<file path="config.mk">
export PLATFORM = sky130hd
export DESIGN_NAME = aes_round_ctrl
export DESIGN_NICKNAME = d
export VERILOG_FILES = /design/src/rtl/aes_pkg.sv /design/src/rtl/aes_lat_timer.sv /design/src/rtl/aes_round_ctrl.sv
export SDC_FILE = /design/constraint.sdc
export NUM_CORES = 1
export LEC_CHECK = 0
export CAP_MARGIN = 20
export CELL_PAD_IN_SITES_DETAIL_PLACEMENT = 0
export CELL_PAD_IN_SITES_GLOBAL_PLACEMENT = 1
export CORE_UTILIZATION = 34
export CTS_CLUSTER_SIZE = 30
export DETAILED_ROUTE_END_ITERATION = 16
export PLACE_DENSITY_LB_ADDON = 0.05
export SLEW_MARGIN = 20
export SYNTH_ARGS = -nofsm -noshare
export SYNTH_HDL_FRONTEND = slang
export SYNTH_SLANG_ARGS = --single-unit
</file>
<file path="constraint.sdc">
create_clock -name clk -period 1.75 [get_ports clk]
set_clock_uncertainty 0.05 [all_clocks]
set_input_delay 0.35 -clock clk [delete_from_list [all_inputs] [get_ports clk]]
set_output_delay 0.35 -clock clk [all_outputs]
set_load 0.01 [all_outputs]
</file>
<file path="src/rtl/aes_pkg.sv">
// rtl/aes_pkg.sv - shared state type, constants and round helper for the AES round controller
package aes_pkg;

    localparam int AES_NR     = 10;
    localparam int AES_RIDX_W = 4;

    typedef enum logic [2:0] {
        ST_IDLE,
        ST_ARK0,
        ST_SUB,
        ST_SHIFT,
        ST_MIX,
        ST_ARK,
        ST_DONE
    } aes_rnd_state_t;

    // Encrypt counts rounds up to nr, decrypt counts down to 0.
    function automatic logic last_round(input logic [AES_RIDX_W-1:0] r,
                                        input logic                  dec,
                                        input logic [AES_RIDX_W-1:0] nr);
        return dec ? (r == '0) : (r == nr);
    endfunction

endpackage

</file>
<file path="src/rtl/aes_lat_timer.sv">
// rtl/aes_lat_timer.sv - loadable down-counter with zero flag, shared by the SUB and MIX waits
module aes_lat_timer #(
    parameter int W = 1
) (
    input  logic         clk,
    input  logic         rst_n,
    input  logic         load,
    input  logic [W-1:0] load_val,
    output logic         zero
);

    logic [W-1:0] cnt_q;

    always_ff @(posedge clk or negedge rst_n) begin
        if (!rst_n) begin
            cnt_q <= '0;
        end else if (load) begin
            cnt_q <= load_val;
        end else if (cnt_q != '0) begin
            cnt_q <= cnt_q - 1'b1;
        end
    end

    assign zero = (cnt_q == '0);

endmodule

</file>
<file path="src/rtl/aes_round_ctrl.sv">
// rtl/aes_round_ctrl.sv - AES-128 round sequencer issuing datapath strobes; AES_DEC_EN adds decrypt ordering
module aes_round_ctrl
    import aes_pkg::*;
#(
    parameter int NR      = AES_NR,
    parameter int SUB_LAT = 1,
    parameter int MIX_LAT = 1
) (
    input  logic                  clk,
    input  logic                  rst_n,
    input  logic                  in_valid,
    output logic                  in_ready,
    input  logic                  in_dec,
    output logic                  out_valid,
    input  logic                  out_ready,
    output logic                  ark_en,
    output logic                  sub_en,
    output logic                  shift_en,
    output logic                  col_mix_en,
    output logic [AES_RIDX_W-1:0] round_idx,
    output logic                  inv_mode,
    output logic                  busy
);

    localparam int MAX_LAT = (SUB_LAT > MIX_LAT) ? SUB_LAT : MIX_LAT;
    localparam int TW      = $clog2(MAX_LAT) + 1;
    localparam logic [TW-1:0]         SUB_LOAD = TW'(SUB_LAT - 1);
    localparam logic [TW-1:0]         MIX_LOAD = TW'(MIX_LAT - 1);
    localparam logic [AES_RIDX_W-1:0] NR_W     = AES_RIDX_W'(NR);

    aes_rnd_state_t        state_q, state_d;
    logic [AES_RIDX_W-1:0] r_q;
    logic [AES_RIDX_W-1:0] round_idx_q;
    logic                  ark_en_q, sub_en_q, shift_en_q, col_mix_en_q;
    logic                  out_valid_q, in_ready_q, busy_q;
    logic                  dec, dec_acc;
    logic                  enter;
    logic                  tmr_zero;
    logic [TW-1:0]         tmr_val;

`ifdef AES_DEC_EN
    logic inv_q;

    always_ff @(posedge clk or negedge rst_n) begin
        if (!rst_n) begin
            inv_q <= 1'b0;
        end else if (state_q == ST_IDLE && in_valid) begin
            inv_q <= in_dec;
        end
    end

    assign dec     = inv_q;
    assign dec_acc = in_dec;
`else
    logic unused_in_dec;
    assign unused_in_dec = in_dec;
    assign dec           = 1'b0;
    assign dec_acc       = 1'b0;
`endif

    always_comb begin
        state_d = state_q;
        case (state_q)
            ST_IDLE:  if (in_valid) state_d = ST_ARK0;
            ST_ARK0:  state_d = dec ? ST_SHIFT : ST_SUB;
            ST_SUB:   if (tmr_zero) state_d = dec ? ST_ARK : ST_SHIFT;
            ST_SHIFT: begin
                if (dec) begin
                    state_d = ST_SUB;
                end else begin
                    state_d = last_round(r_q, dec, NR_W) ? ST_ARK : ST_MIX;
                end
            end
            ST_MIX:   if (tmr_zero) state_d = dec ? ST_SHIFT : ST_ARK;
            ST_ARK:   state_d = last_round(r_q, dec, NR_W) ? ST_DONE
                                                           : (dec ? ST_MIX : ST_SUB);
            ST_DONE:  if (out_ready) state_d = ST_IDLE;
            default:  state_d = ST_IDLE;
        endcase
    end

    // The timer reloads on every state change; only SUB and MIX look at it.
    assign enter   = (state_d != state_q);
    assign tmr_val = (state_d == ST_SUB) ? SUB_LOAD :
                     (state_d == ST_MIX) ? MIX_LOAD : '0;

    aes_lat_timer #(.W(TW)) u_timer (
        .clk      (clk),
        .rst_n    (rst_n),
        .load     (enter),
        .load_val (tmr_val),
        .zero     (tmr_zero)
    );

    always_ff @(posedge clk or negedge rst_n) begin
        if (!rst_n) begin
            state_q      <= ST_IDLE;
            r_q          <= '0;
            round_idx_q  <= '0;
            ark_en_q     <= 1'b0;
            sub_en_q     <= 1'b0;
            shift_en_q   <= 1'b0;
            col_mix_en_q <= 1'b0;
            out_valid_q  <= 1'b0;
            in_ready_q   <= 1'b1;
            busy_q       <= 1'b0;
        end else begin
            state_q      <= state_d;
            ark_en_q     <= enter && (state_d == ST_ARK0 || state_d == ST_ARK);
            sub_en_q     <= enter && (state_d == ST_SUB);
            shift_en_q   <= enter && (state_d == ST_SHIFT);
            col_mix_en_q <= enter && (state_d == ST_MIX);
            out_valid_q  <= (state_d == ST_DONE);
            in_ready_q   <= (state_d == ST_IDLE);
            busy_q       <= (state_d != ST_IDLE);
            // r_q always holds the key index the next ARK will present.
            if (state_q == ST_IDLE && in_valid) begin
                round_idx_q <= dec_acc ? NR_W : '0;
                r_q         <= dec_acc ? (NR_W - 1'b1) : AES_RIDX_W'(1);
            end
            if (enter && state_d == ST_ARK) begin
                round_idx_q <= r_q;
            end
            if (state_q == ST_ARK && state_d != ST_DONE) begin
                r_q <= dec ? (r_q - 1'b1) : (r_q + 1'b1);
            end
        end
    end

    assign ark_en     = ark_en_q;
    assign sub_en     = sub_en_q;
    assign shift_en   = shift_en_q;
    assign col_mix_en = col_mix_en_q;
    assign out_valid  = out_valid_q;
    assign in_ready   = in_ready_q;
    assign busy       = busy_q;
    assign round_idx  = round_idx_q;
    assign inv_mode   = dec;

endmodule

</file>
Word-level counts from Yosys, hierarchy flattened:

Cells that the tools add are included.

* add/subtract/negate cells: 2
* eq/ne operators: 15
* mux-type cells: 13
* reduce and logical (&&, ||, !) cells: 13

Operators with widths (number)
* one-hot mux 3 bit (7 select lines): 1
* == test 3 bit (second input constant): 6
* 2-to-1 mux 4 bit: 4
* 2-to-1 mux 3 bit: 5
* == test 3 x 2 -> 1 bit (second input constant): 4
* logical AND 1 bit: 7
* == test 3 x 1 -> 1 bit (second input constant): 2
* zero test 3 bit: 2
* adder 4 x 1 -> 4 bit (second input constant): 1
* == test 4 bit (second input constant): 1
* nonzero test 2 bit: 2
* 2-to-1 mux 1 bit: 3
* != test 3 bit: 1
* != test 3 bit (second input constant): 1
* nonzero test 3 bit: 1
* logical OR 1 bit: 1
* subtractor 1 bit (second input constant): 1

* register bits: 19
* input port bits: 5
* output and inout bits: 12

Longest topological paths before layout:

* depth after elaboration: 6
* mapped depth: 6
* mapped depth without buffers: 5

By module:

From an unflattened synthesis, not the netlist that was laid out.

* cells, all modules: 85
* area, all modules: 912.1 sq um

Modules (own cells, without submodules)
* aes_round_ctrl: instances 1, cells each 82, area each 877.1 sq um, sequential area each 451.7 sq um
* aes_lat_timer: instances 1, cells each 3, area each 35.0 sq um, sequential area each 25.0 sq um

Worst setup path after synthesis:

Ideal clock, no wire load.

* path type: flip-flop to flip-flop
* from: register r_q[0]
* to: register r_q[3]
* library setup time: 0.126 ns
* data arrival time: 1.441 ns
* required time: 1.574 ns
* path slack: 0.133 ns
* stages on the path, launching flop included: 7
* period minus slack after synthesis: 1.617 ns
* cells stage by stage: dfrtp_1 -> inv_1 -> ha_1 -> and3b_1 -> buf_2 -> o22a_4 -> a221o_1

* longest elaborated chain between the ends: 6
* elaborated cells between the ends (all ways): 9
* classes of those cells: add/sub (1); eq/ne (2); mux (4); reduce/logical (2)

Ends and longest elaborated chain
* from (decl): line aes_round_ctrl.sv:32 `logic [AES_RIDX_W-1:0] r_q;`
* from (signal assigned): line aes_round_ctrl.sv:119 `r_q <= dec_acc ? (NR_W - 1'b1) : AES_RIDX_W'(1);`
* from (signal assigned): line aes_round_ctrl.sv:125 `r_q <= dec ? (r_q - 1'b1) : (r_q + 1'b1);`
* == test 4 bit: line aes_pkg.sv:21 `return dec ? (r == '0) : (r == nr);`
* 2-to-1 mux 1 bit or 2-to-1 mux 3 bit (tied branches): line aes_round_ctrl.sv:71, aes_round_ctrl.sv:75
* one-hot mux 3 bit (7 select lines): line aes_round_ctrl.sv:63 `case (state_q)`
* != test 3 bit: line aes_round_ctrl.sv:124 `if (state_q == ST_ARK && state_d != ST_DONE) begin`
* logical AND 1 bit: line aes_round_ctrl.sv:124
* 2-to-1 mux 4 bit or nonzero test 2 bit (tied branches)

Several ways; a longest one is shown, not always the timed one.
A chain may end at the register's enable or synchronous reset.

Worst setup path after layout:

* from: input port in_valid
* to: register r_q[3]

* longest elaborated chain between the ends: 5
* elaborated cells between the ends (all ways): 7
* classes of those cells: eq/ne (1); mux (3); reduce/logical (3)

Ends and longest elaborated chain
* from (decl): line aes_round_ctrl.sv:11 `input logic in_valid,`
* 2-to-1 mux 3 bit: line aes_round_ctrl.sv:64 `ST_IDLE: if (in_valid) state_d = ST_ARK0;`
* one-hot mux 3 bit (7 select lines): line aes_round_ctrl.sv:63
* != test 3 bit: line aes_round_ctrl.sv:124
* logical AND 1 bit: line aes_round_ctrl.sv:124
* 2-to-1 mux 4 bit or nonzero test 2 bit (tied branches)

Several ways; a longest one is shown, not always the timed one.

==> flow_metrics.py <==
metrics = {
    "power": {
        "power_density_mw_per_mm2": 1480,
        "vdd_drop_max_uv": 732,
        "power.leakage_uw": 0.000563,
    },
    "global_route": {
        "use_met3": 0.0263,
        "grt_pass1_wl_um": 3020,
        "grt_pass1_vias": 655,
        "grtUsageMet2": 0.226,
        "grt_usage": 0.154,
        "met1_usage": 0.227,
        "grt_busiest_layer": "met1",
        "grt_start_max_net_pins": 13,
        "grt_antenna_before_repair": 0,
        "grt_overflow": 0,
    },
    "cells_and_area": {
        "drive_above_1_share": 0.219,
        "area_delta_synth_final_pct": 36.0,
        "nets": 113,
        "postLayoutCellArea_mm2": 0.00115,
        "antenna_cells": 0,
    },
    "clock_tree": {
        "cts.htree.levels": 1,
        "clockBufferDepth": 2,
        "clkSinkCount": 18,
        "cts_root_buf": "clkbuf_4",
        "clkSlewWorstSetupHoldPaths_ps": 110,
        "post_cts.repair.setup_buffers": 0,
        "cts_tree": "built",
        "cts_made_buffers": 3,
        "clock_latency_ps": 290,
        "hold_buffers": 0,
    },
    "critical_path": {
        "critical_path_peak_fanout": 3,
        "critical_path.max_stage_delay_ps": 470,
        "reg2reg_depth": 5,
        "critPathLaunchType": "primary input",
        "critPathKind": "primary input to flop",
        "required_ps": 1880,
        "crit_chain": "clkdlybuf4s50_1, or3b_1, o22a_4, a221o_1",
        "cp_slowest_cell": "clkdlybuf4s50_1",
        "worst_setup_path_end_kind": "flop",
        "cp_data_arrival_time_ps": 1800,
    },
    "routing": {
        "drt_iter0_markers": 4,
        "via_per_inst": 4.87,
        "vias": 648,
        "firstDrtPassIters": 2,
        "ant_nets": 0,
        "wirelength_um": 1680,
        "avgRoutedWirePerCell_um": 12.6,
        "route.detailed.drc": 0,
    },
    "logic_synthesis": {
        "synth_top_area_frac": 0.504,
        "synth_top_cell_by_area": "dfrtp_1",
        "post_synth_num_cell_types": 34,
        "synth_ff_type": "dfrtp_1",
        "synth-edff-count": 0,
        "ys_seq_elements": 18,
        "synth_area_um2": 845,
        "synthTopCellsByArea": "dfrtp_1 50%, mux2i_1 3.6%, nand2_1 3.6%",
        "synth_cells": 79,
        "syn_avg_cell_area_um2": 10.7,
        "ys_async_sr_fraction": 1.00,
        "yosysSeqAreaShare": 0.535,
        "synth_nets": 86,
        "yosysWarnings": 0,
        "synthTopCellsByCount": "17 x dfrtp_1, 8 x nand2_1, 5 x nor2_1",
        "synth_most_common_cell": "dfrtp_1",
    },
    "timing": {
        "max_clock_freq_mhz": 599,
        "drv_slew": 0,
        "holdWs_ps": 280,
        "setup_slack_ps": 79.4,
        "rsz0062_at_grt": "false",
        "hold_violations": 0,
        "post-route-min-period_ps": 1670,
        "min_period_over_period": 0.955,
        "finalSetupViolCount": 0,
    },
    "floorplan": {
        "die_x_um": 51.8,
        "rows": 17,
        "start_util": 0.371,
        "pin_count": 17,
        "dieArea_mm2": 0.00269,
        "die_h_um": 51.8,
        "core_area_mm2": 0.00228,
    },
    "placement": {
        "io_buffers": 14,
        "dpl_cell_area_mm2": 0.00109,
        "dp_hpwl_um": 1240,
        "preCtsSetupSlack_ps": -234,
        "place.gp.congestion": 0.760,
    },
    "run": {
        "cap_violations": 0,
    },
    "worst_hold_path": {
        "hold_class": "primary input to async pin",
    },
    "outcome": {
        "run_status": "complete, no violations",
    },
}
## critical path: cells and delay by family
| family | cells | cell delay, ps |
|---|---|---|
| AOI/OAI and AO/OA | 2 | 600 |
| buffers and inverters | 1 | 470 |
| and+or+nand+nor | 1 | 390 |
## cells by family (layout without fill, tap and decap cells)
kind of cell	count (synthesis)	after routing	synth area share
compound gates	14	14	0.138
fa+ha+maj	2	2	0.0296
buf+inv	10	36	0.0533
flops	18	18	0.535
mux	3	3	0.0356
other cells	1	1	0.00444
simple gates	31	31	0.204
## through the flow
step	power (uW)	TNS (ps)	utilization	instances
6_report	1700	0	0.505	133
5_1_grt	1840	0	0.505	133
4_1_cts	1710	0	0.501	133
3_5_place_dp	1440	-739	0.481	129
3_3_place_gp	1430	-686	0.481	129
2_1_floorplan	1060	0	-	79
## area by class of cell
class,instances,area (um2)
Clock buffer,4,36.3
Fill cell,205,1130
Sequential cell,18,452
Multi-Input combinational cell,51,367
Timing Repair Buffer,28,244
Tap cell,28,35.0
Inverter,4,15.0
## worst paths after layout
check,start,endpoint,slack [ps]
worst min-delay path,rst_n,busy$_DFF_PN0_,280
min in group clk,round_idx[2]$_DFFE_PN0P_,round_idx[2]$_DFFE_PN0P_,460
worst min register to register,round_idx[2]$_DFFE_PN0P_,round_idx[2]$_DFFE_PN0P_,460
worst max register to register,r_q[0]$_DFFE_PN0P_,r_q[3]$_DFFE_PN0P_,100
max in group asynchronous,rst_n,ark_en$_DFF_PN0_,890
worst max-delay path,in_valid,r_q[3]$_DFFE_PN0P_,80
## repair_timing
item | in CTS | in global routing
gates resized for setup | 2 | 2
endpoints found under the setup margin | 2 | 6
pin swaps | 0 | 1
## flip-flops by register name (all words and copies together) (netlist names)
register    flops
r_q             4
out_valid       1
state_q         3
ark_en          1
sub_en          1
busy            1
col_mix_en      1
round_idx       4
shift_en        1
in_ready        1
## per-layer routing
metal  vias up  part of all wire
met4         0            0.0071
met5         -                 0
met1       310              0.51
li1        324                 -
met3         2             0.030
met2        12              0.45
## power breakdown
| group | total [uW] | switching, uW | internal [uW] |
|---|---|---|---|
| Sequential | 637 | 68.1 | 569 |
| Clock | 256 | 130 | 126 |
| Combinational | 807 | 393 | 413 |
## placed cells by master (no fill, tap or decap), drive strengths merged, types with 2 or more instances in the layout
cell	instances
mux2i	3
nor2	5
buf	14
nand3b	2
inv	4
dfrtp	17
clkdlybuf4s50	13
ha	2
clkbuf	4
nand2	8
nor3b	2
nor3	3
nor2b	3
a21oi	4
Power figures use the tool's default switching activity.
